===== config.mk =====
export PLATFORM = sky130hd
export DESIGN_NAME = uart_rx_param
export DESIGN_NICKNAME = d
export VERILOG_FILES = /design/src/rtl/uart_rx_param.sv
export SDC_FILE = /design/constraint.sdc
export NUM_CORES = 1
export LEC_CHECK = 0
export ABC_AREA = 1
export CAP_MARGIN = 20
export CORE_ASPECT_RATIO = 0.75
export CORE_MARGIN = 1
export CORE_UTILIZATION = 45
export CTS_BUF_LIST = sky130_fd_sc_hd__clkbuf_4 sky130_fd_sc_hd__clkbuf_8 sky130_fd_sc_hd__clkbuf_16
export DETAILED_ROUTE_END_ITERATION = 10
export HOLD_SLACK_MARGIN = 0.06
export MAX_ROUTING_LAYER = met4
export PLACE_DENSITY = 0.69
export SETUP_SLACK_MARGIN = 0.5
export SYNTH_ARGS = -nofsm -noshare
export SYNTH_HDL_FRONTEND = slang
export SYNTH_SLANG_ARGS = --single-unit
export TNS_END_PERCENT = 5

===== constraint.sdc =====
create_clock -name clk -period 1.81 [get_ports clk]
set_input_delay 0.4525 -clock clk [delete_from_list [all_inputs] [get_ports clk]]
set_output_delay 0.4525 -clock clk [all_outputs]
set_load 0.05 [all_outputs]

===== src/rtl/uart_rx_param.sv =====
// uart_rx_param: oversampled UART receiver with configurable data width, parity and stop bits
//
// Ports:
//   clk        system clock
//   rst        asynchronous active-low reset
//   serial_rx  asynchronous serial line, idle high
//   m_data     received data, LSB = first data bit on the line
//   m_valid    m_data and flags hold an unconsumed frame
//   m_ready    consumer accepts the held frame when m_valid && m_ready
//   m_perr     parity error flag of the held frame
//   m_ferr     framing error flag of the held frame (a stop bit sampled 0)
//   m_break    break flag of the held frame (data, parity and first stop all 0)
//   overrun    one-cycle pulse: a completed frame was dropped
//   busy       receiver is inside a frame
module uart_rx_param #(
    parameter int CLK_FREQ   = 50_000_000,
    parameter int BAUD       = 115200,
    parameter int OVERSAMPLE = 16,
    parameter int DATA_BITS  = 8,
    parameter int PARITY     = 0,
    parameter int STOP_BITS  = 1
) (
    input  logic                 clk,
    input  logic                 rst,
    input  logic                 serial_rx,
    output logic [DATA_BITS-1:0] m_data,
    output logic                 m_valid,
    input  logic                 m_ready,
    output logic                 m_perr,
    output logic                 m_ferr,
    output logic                 m_break,
    output logic                 overrun,
    output logic                 busy
);
    localparam int DIV_RAW = CLK_FREQ / (BAUD * OVERSAMPLE);
    localparam int DIV     = DIV_RAW < 1 ? 1 : DIV_RAW;
    localparam int DIV_W   = DIV > 1 ? $clog2(DIV) : 1;
    localparam int TC_W    = $clog2(OVERSAMPLE);
    localparam int HALF    = OVERSAMPLE / 2;
    localparam int PAR     = (PARITY == 1 || PARITY == 2) ? PARITY : 0;
    localparam int NSTOP   = STOP_BITS == 2 ? 2 : 1;
    localparam logic [DIV_W-1:0] DIV_LAST = DIV_W'(DIV - 1);
    localparam logic [TC_W-1:0]  TC_LAST  = TC_W'(OVERSAMPLE - 1);
    localparam logic [TC_W-1:0]  TC_S0    = TC_W'(HALF - 1);
    localparam logic [TC_W-1:0]  TC_S1    = TC_W'(HALF);
    localparam logic [TC_W-1:0]  TC_VOTE  = TC_W'(HALF + 1);
    localparam logic [3:0]       LAST_BIT = 4'(DATA_BITS - 1);

    typedef enum logic [2:0] {S_IDLE, S_START, S_DATA, S_PARITY, S_STOP} state_t;

    state_t                r_state, w_next;
    logic [1:0]            r_sync;
    logic                  r_prev;
    logic [DIV_W-1:0]      r_div;
    logic [TC_W-1:0]       r_tc;
    logic                  r_s0, r_s1;
    logic [3:0]            r_bit;
    logic                  r_stop_idx;
    logic [DATA_BITS-1:0]  r_shift;
    logic                  r_perr, r_ferr, r_pbit, r_stop0;
    logic                  w_rx, w_start, w_tick, w_vote_at, w_vote, w_bit_end;
    logic                  w_last_stop, w_done, w_ferr, w_break;

    assign w_rx        = r_sync[1];
    // r_prev only becomes 1 after a synced high, so a line stuck low never re-triggers
    assign w_start     = (r_state == S_IDLE) && r_prev && !w_rx;
    assign w_tick      = r_div == DIV_LAST;
    assign w_vote_at   = w_tick && (r_tc == TC_VOTE);
    // third sample is taken live at the vote tick
    assign w_vote      = (r_s0 & r_s1) | (r_s0 & w_rx) | (r_s1 & w_rx);
    assign w_bit_end   = w_tick && (r_tc == TC_LAST);
    assign w_last_stop = r_stop_idx == 1'(NSTOP - 1);
    assign w_done      = (r_state == S_STOP) && w_vote_at && w_last_stop;
    assign w_ferr      = r_ferr | ~w_vote;
    assign w_break     = (r_shift == '0) && (PAR == 0 || !r_pbit) && (r_stop_idx ? r_stop0 : !w_vote);
    assign busy        = r_state != S_IDLE;

    always_ff @(posedge clk or negedge rst) begin
        if (!rst) begin
            r_sync <= 2'b11;
            r_prev <= 1'b1;
            r_div  <= '0;
        end else begin
            r_sync <= {r_sync[0], serial_rx};
            r_prev <= w_rx;
            r_div  <= (w_start || w_tick) ? '0 : r_div + 1'b1;
        end
    end

    always_ff @(posedge clk or negedge rst) begin
        if (!rst) r_state <= S_IDLE;
        else      r_state <= w_next;
    end

    always_comb begin
        w_next = r_state;
        case (r_state)
            S_IDLE:   if (w_start) w_next = S_START;
            S_START:  if (w_vote_at && w_vote) w_next = S_IDLE;
                      else if (w_bit_end) w_next = S_DATA;
            S_DATA:   if (w_bit_end && r_bit == LAST_BIT) w_next = PAR != 0 ? S_PARITY : S_STOP;
            S_PARITY: if (w_bit_end) w_next = S_STOP;
            S_STOP:   if (w_done) w_next = S_IDLE;
            default:  w_next = S_IDLE;
        endcase
    end

    always_ff @(posedge clk or negedge rst) begin
        if (!rst) begin
            r_tc       <= '0;
            r_s0       <= 1'b1;
            r_s1       <= 1'b1;
            r_bit      <= '0;
            r_stop_idx <= 1'b0;
            r_shift    <= '0;
            r_perr     <= 1'b0;
            r_ferr     <= 1'b0;
            r_pbit     <= 1'b0;
            r_stop0    <= 1'b0;
        end else begin
            if (w_start) begin
                r_tc       <= '0;
                r_bit      <= '0;
                r_stop_idx <= 1'b0;
                r_perr     <= 1'b0;
                r_ferr     <= 1'b0;
                r_pbit     <= 1'b0;
                r_stop0    <= 1'b0;
            end else if (w_tick && r_state != S_IDLE) begin
                r_tc <= (r_tc == TC_LAST) ? '0 : r_tc + 1'b1;
            end
            if (w_tick && r_tc == TC_S0) r_s0 <= w_rx;
            if (w_tick && r_tc == TC_S1) r_s1 <= w_rx;
            if (w_vote_at && r_state == S_DATA) r_shift <= {w_vote, r_shift[DATA_BITS-1:1]};
            if (w_vote_at && r_state == S_PARITY) begin
                r_pbit <= w_vote;
                r_perr <= w_vote ^ (^r_shift) ^ (PAR == 2);
            end
            if (w_vote_at && r_state == S_STOP) begin
                if (!w_vote) r_ferr <= 1'b1;
                if (!r_stop_idx) r_stop0 <= !w_vote;
            end
            if (w_bit_end && r_state == S_DATA) r_bit <= r_bit + 4'd1;
            // only reachable with two stop bits: the single-stop frame completes at mid-bit
            if (w_bit_end && r_state == S_STOP) r_stop_idx <= 1'b1;
        end
    end

    always_ff @(posedge clk or negedge rst) begin
        if (!rst) begin
            m_valid <= 1'b0;
            m_data  <= '0;
            m_perr  <= 1'b0;
            m_ferr  <= 1'b0;
            m_break <= 1'b0;
            overrun <= 1'b0;
        end else begin
            overrun <= w_done && m_valid && !m_ready;
            if (w_done && (!m_valid || m_ready)) begin
                m_valid <= 1'b1;
                m_data  <= r_shift;
                m_perr  <= r_perr;
                m_ferr  <= w_ferr;
                m_break <= w_break;
            end else if (m_valid && m_ready) begin
                m_valid <= 1'b0;
            end
        end
    end
endmodule


==> metrics.txt, run 1 <==
Largest stage delay, worst path 0.39 ns; Data required, critical path 2.01 ns; count leader, synth nand2_1; final wirelength 4.19 mm; die width 83.9 um; CTS tree yes; clk sinks 46; io pins 18; violated checks design-rule violations; CTS buffer count 5; post-route ant nets 0; Yosys warning count 0; Detailed Place HPWL 2.90 mm; syn nets 260; power share of the combinational group 0.281; critical path buffer and inverter count 3; number of H-tree levels 2; diode count 0; Synth area leader dfrtp_1; cell family with most CP delay simple AND/OR/NAND/NOR gates; # DRC 8; reg-to-reg critical path startpoint r_div[0]; Crit Path Max Fanout 5; post-synthesis xor/xnor area fraction 0.0193; Worst Setup Path Type reg2reg; sw frac 0.331; routed length per placed instance 12.5 um; sequential share of the synthesized area 0.511; Arr. time, crit path 1.79 ns; layout cells sized above 1 0.305; initial antenna violation count 0; num rows 21; mux cell area share after synthesis 0; crit end category register; syn_area_per_cell 9.20 um2; Post-Syn Area 2260 um2; register-to-register setup slack 0.21 ns; largest family of logic cells by synthesized area simple AND/OR/NAND/NOR gates; CP startpoint kind register; largest net degree at the start of global routing 47; Crit path top cell by count nand2_4; clock root buffer clkbuf_8; Clock Power Share 0.277; Vias 1,650; highest ir drop seen on vdd 832 uV; chip height 63.4 um; GRT Overall Usage 0.181; final setup vio count 0; post-synth top area share 0.453; DR iter-0 viols 94; PD cells 1050 nW/um2; Slew @ Worst Pin 0.352 ns; Tcrit/Tclk final 0.882; Critical Path Source r_div[0]; Initial Util 0.487; drt first pass iters 7; TNS Setup 0 ns; Die Area 5320 um2; synth-to-layout area growth 22.3%; port bufs 17; #FFs+latches synth 46; Distinct cells, synth 29; CP Cell Sequence inv_1 > ha_2 > nand2_4 > inv_2 > nand2_4 > nor2_8 > nand4_4 > clkbuf_16 > nand2_1 > o21ai_2; final cell count without fillers 336; first-pass GRT wire length 7.16 mm; Sequential Power Share 0.442; global route total overflow 0; largest cells by area after synthesis dfrtp_1 (45%), nand2_1 (9.5%), inv_1 (6.0%), dfstp_2 (5.8%), ha_1 (5.5%); clock transition at the registers of the reported paths 0.08 ns; Internal Dissipation 1.94 mW; outcome finished with violations; Rel. slew slack 0.765; Mapped Cells 246; asr flop ratio synth 1.00; Vias per Instance 4.91; Layout Skew 0.00509 ns; max-cap violations 0; Total Power 2.90 mW; Synth Area in Compound Gates 0.106; Crit-path slowest cell dfrtp_1; routability congestion estimate 0.757; Post-synth EDFFs 0; placed insts 319; Fin. Hold Viols 0; worst skew pair latency 0.30 ns; vias in the first global route 1,534; Slew Limit Fails 0; Clock Path Buffers 2; core box area 4650 um2; nets@finish 292; simple-gate portion of the synthesized area 0.232; Max Clk Rate 626 MHz; Hold Crit Class in2async; Synth Area in Adders 0.0553; RSZ-0062 raised after global routing yes; Psw 960 uW; cts-stage hold buffer count 0; most frequent cells after synthesis nand2_1 (57), dfrtp_1 (41), inv_1 (36), nor2_1 (19), nand3_1 (15); Static Leak 1.41 nW; min cycle time layout 1.60 ns; Main synth FF type dfrtp_1
[power by group through the flow]
stage	logic, mW	clock network [mW]	registers (mW)
2_1_floorplan	0.522	0	1.27
3_3_place_gp	0.698	0	1.29
3_5_place_dp	0.706	0	1.30
4_1_cts	0.757	0.826	1.27
5_1_grt	0.911	0.864	1.31
6_report	0.813	0.802	1.28
[repair_timing]
action / in CTS / in global routing
setup endpoints to repair: 55 / 57
gates resized for setup: 4 / 15
cloned: 1 / 1
pin swaps: 2 / 2
setup buffers: 5 / 2
[area by class of cell]
| type | count | area [um2] |
|---|---|---|
| Clock inverter | 1 | 30.0 |
| Multi-Input combinational cell | 160 | 993 |
| Fill cell | 400 | 1880 |
| Tap cell | 57 | 71.3 |
| Inverter | 37 | 139 |
| Clock buffer | 7 | 90.1 |
| Timing Repair Buffer | 28 | 288 |
| Sequential cell | 46 | 1160 |
[registers in the layout (all words and copies together), names as in the netlist, 2 cells and up]
register / flops
r_sync: 2
r_div: 5
r_bit: 4
r_shift: 8
m_data: 8
r_state: 3
r_tc: 4
[stage by stage]
stage | hold WS [ns] | setup slack [ns] | utilization | area (um2)
global placement | 0.347 | 0.208 | 0.536 | 2490
finish | 0.121 | 0.213 | 0.595 | 2770
floorplan | 0.157 | 0.380 | - | 2270
detailed placement | 0.347 | 0.165 | 0.536 | 2490
global route | 0.133 | 0.118 | 0.595 | 2770
CTS | 0.125 | 0.273 | 0.577 | 2680
[worst paths after layout]
kind / to / cells after the start
min in group clk: r_sync[1] / 0
worst max register to register: m_ferr / 10
worst min register to register: r_sync[1] / 0
worst max-delay path: m_ferr / 10
worst min-delay path: r_tc[1] / 2
max in group asynchronous: r_prev / 2
[cells in the final DEF (no fill, tap or decap), types with 2 or more instances in the layout]
cell type	n
o21ai_1	8
xnor2_1	2
xor2_1	3
nand2_1	50
nor3_1	2
buf_4	20
nand3_4	3
nand4_1	2
clkbuf_8	6
inv_2	12
clkdlybuf4s50_1	2
dfrtp_1	41
nand2_2	5
nor2_1	17
nand2_4	4
ha_1	7
o21ai_2	12
nor2_2	3
o21ai_0	8
nand3b_1	2
a21oi_1	6
ha_2	3
buf_12	3
nand3_1	15
inv_1	25
dfstp_2	5
[logic make-up after synthesis]
logic type      Yosys count
compound gates           37
xor+xnor                  5
fa+ha+maj                10
buf+inv                  40
flops                    46
simple gates            108
[per-layer routing]
| layer | GRT usage | share of wire | vias to the layer above | wire (um) |
|---|---|---|---|---|
| met3 | 0.0406 | 0.040 | 7 | 166 |
| met4 | 0.0647 | 0.013 | 0 | 56 |
| li1 | - | - | 847 | - |
| met5 | - | 0 | - | 0 |
| met1 | 0.262 | 0.53 | 765 | 2240 |
| met2 | 0.248 | 0.41 | 31 | 1730 |
Power figures use the tool's default switching activity.
==> inputs of run 2 (changes only) <==
--- a/config.mk
+++ b/config.mk
@@ -10,7 +10,6 @@
 export CORE_ASPECT_RATIO = 0.75
 export CORE_MARGIN = 1
 export CORE_UTILIZATION = 45
-export CTS_BUF_LIST = sky130_fd_sc_hd__clkbuf_4 sky130_fd_sc_hd__clkbuf_8 sky130_fd_sc_hd__clkbuf_16
 export DETAILED_ROUTE_END_ITERATION = 10
 export HOLD_SLACK_MARGIN = 0.06
 export MAX_ROUTING_LAYER = met4
==> metrics.txt, run 2 (synthesis results as in run 1) <==
reg-to-reg critical path startpoint r_div[0]; Tcrit/Tclk final 0.882 (about the same); Fin. Hold Viols 0 (unchanged); clock transition at the registers of the reported paths 0.08 ns (about the same); dpl ws 0.165 ns (unchanged); Arr. time, crit path 1.80 ns (about the same); diode count 0 (unchanged); max-cap violations 0 (unchanged); GRT Overall Usage 0.183 (+0.00177); die width 83.9 um (unchanged); Final Util 0.595 (-0.000807); register-to-register setup slack 0.21 ns (about the same); Hold Crit Class in2async; # DRC 8 (unchanged); Slew @ Worst Pin 0.349 ns (-0.00260 ns); synth-to-layout area growth 22.2%; most frequent cells in the layout nand2_1 (47), dfrtp_1 (41), inv_1 (25); violated checks design-rule violations; Internal Dissipation 1.92 mW (-0.77%); DR iter-0 viols 104 (+11%); CP startpoint kind register; drt first pass iters 7 (unchanged); clock root buffer clkbuf_8; Vias 1,629 (-1.3%); Clock Path Buffers 2 (unchanged); RSZ-0062 raised after global routing yes; num rows 21 (unchanged); Clock Power Share 0.273 (-0.004); Rel. slew slack 0.767 (+0.00173); Final WS setup 0.214 ns (+0.000542 ns); highest ir drop seen on vdd 825 uV (-0.85%); clk sinks 46 (unchanged); post-route ant nets 0 (unchanged); CTS buffer count 5 (unchanged); Static Leak 1.40 nW (-0.46%); R2R Path End m_data[7]; Seq. cell area 1160 um2 (unchanged); io pins 18 (unchanged); cell family with most CP delay simple AND/OR/NAND/NOR gates; Vias per Instance 4.86 (-0.98%); Largest stage delay, worst path 0.39 ns (about the same); outcome finished with violations; Sequential Power Share 0.445 (+0.003); # fillers 399 (-0.25%); port bufs 17 (unchanged); Largest regs m_data x8, r_shift x8, r_div x5; worst skew pair latency 0.30 ns (about the same); Slew Limit Fails 0 (unchanged); CP Depth 10 (unchanged); Layout Skew 0.00585 ns (+0.000758 ns); final wirelength 4.23 mm (+0.95%); PD cells 1040 nW/um2 (-0.42%); most common cell after layout, fill and taps aside nand2_1; Detailed Place HPWL 2.90 mm (unchanged); Crit path top cell by count nand2_4; routed length per placed instance 12.6 um (+1.3%); Initial Util 0.487 (unchanged); chip height 63.4 um (unchanged); CP Cell Sequence inv_1 > ha_2 > nand2_4 > inv_2 > nand2_4 > nor2_8 > nand4_4 > clkbuf_16 > nand2_2 > o21ai_2; first-pass GRT wire length 7.20 mm (+0.47%); Psw 959 uW (-0.12%); initial antenna violation count 0 (unchanged); Multi-input gate area 1000 um2 (+0.76%); global route total overflow 0 (unchanged); number of H-tree levels 2 (unchanged); core box area 4650 um2 (unchanged); critical path buffer and inverter count 3 (unchanged); power share of the combinational group 0.282 (about the same); Crit Path Max Fanout 5 (unchanged); CTS tree yes; Die Area 5320 um2 (unchanged); layout cells sized above 1 0.309 (+0.00469); Data required, critical path 2.01 ns (about the same); Worst Setup Path Type reg2reg; R2R depth 10 (unchanged); Max Clk Rate 626 MHz (about the same); sw frac 0.333 (+0.00145); crit end category register; final setup vio count 0 (unchanged); nets@finish 291 (-0.34%); vias in the first global route 1,529 (-0.33%); min cycle time layout 1.60 ns (-0.000542 ns); TNS Setup 0 ns (unchanged); routability congestion estimate 0.757 (unchanged); largest net degree at the start of global routing 47 (unchanged); Crit-path slowest cell dfrtp_1
run 2: changes by cell type in the layout (fill, tap and decap cells not counted), sizes merged:
cell,change
buf,-1
run 2: routing by layer:
metal / routed length (um) / global-route usage / vias to the layer above
met2: 1760 / 0.248 / 27
met5: 0 / - / -
li1: - / - / 848
met3: 154 / 0.0446 / 6
met1: 2270 / 0.265 / 748
met4: 52 / 0.0647 / 0
run 2: repair_timing:
action	CTS	global route
cloned	1	1
resized for setup	4	18
hold buffers	0	0
pin swaps	2	2
endpoints found under the setup margin	55	57
setup buffers	4	2
run 2: worst register-to-register path, stage by stage, from the launching register on:
cell and delay, ns:
dfrtp_1 0.39, inv_1 0.06, ha_2 0.19, nand2_4 0.07, inv_2 0.07, nand2_4 0.07
nor2_8 0.15, nand4_4 0.17, clkbuf_16 0.22, nand2_2 0.06, o21ai_2 0.05
run 2: power groups by stage:
stage          clock network, mW  registers, mW  logic, mW
5_1_grt                    0.852           1.31      0.911
3_5_place_dp                   0           1.30      0.706
6_report                   0.787           1.28      0.811
3_3_place_gp                   0           1.29      0.698
4_1_cts                    0.806           1.27      0.757
2_1_floorplan                  0           1.27      0.522
run 2: how the worst max path moves through the flow:
| stage | startpoint | end | slack (ns) |
|---|---|---|---|
| after floorplan | r_div[0] | m_data[0] | 0.38 |
| after global placement | m_ready | m_data[5] | 0.21 |
| after detailed placement | m_ready | m_data[5] | 0.17 |
| after CTS | r_div[0] | m_data[5] | 0.27 |
| after global routing | r_div[0] | m_data[4] | 0.12 |
| final | r_div[0] | m_data[7] | 0.21 |
run 2: stage by stage:
stage          area, um2  std cells  hold slack [ns]  power (mW)
2_1_floorplan       2270        246            0.157        1.79
3_3_place_gp        2490        319            0.347        1.99
3_5_place_dp        2490        319            0.347        2.00
4_1_cts             2670        332            0.127        2.83
5_1_grt             2770        335            0.129        3.07
6_report            2770        335            0.119        2.88
run 2: cell type report:
| class | instances | area share |
|---|---|---|
| Sequential cell | 46 | 0.419 |
| Multi-Input combinational cell | 160 | 0.362 |
| Timing Repair Buffer | 27 | 0.101 |
| Inverter | 37 | 0.0502 |
| Clock buffer | 7 | 0.0312 |
| Tap cell | 57 | 0.0258 |
| Clock inverter | 1 | 0.0109 |
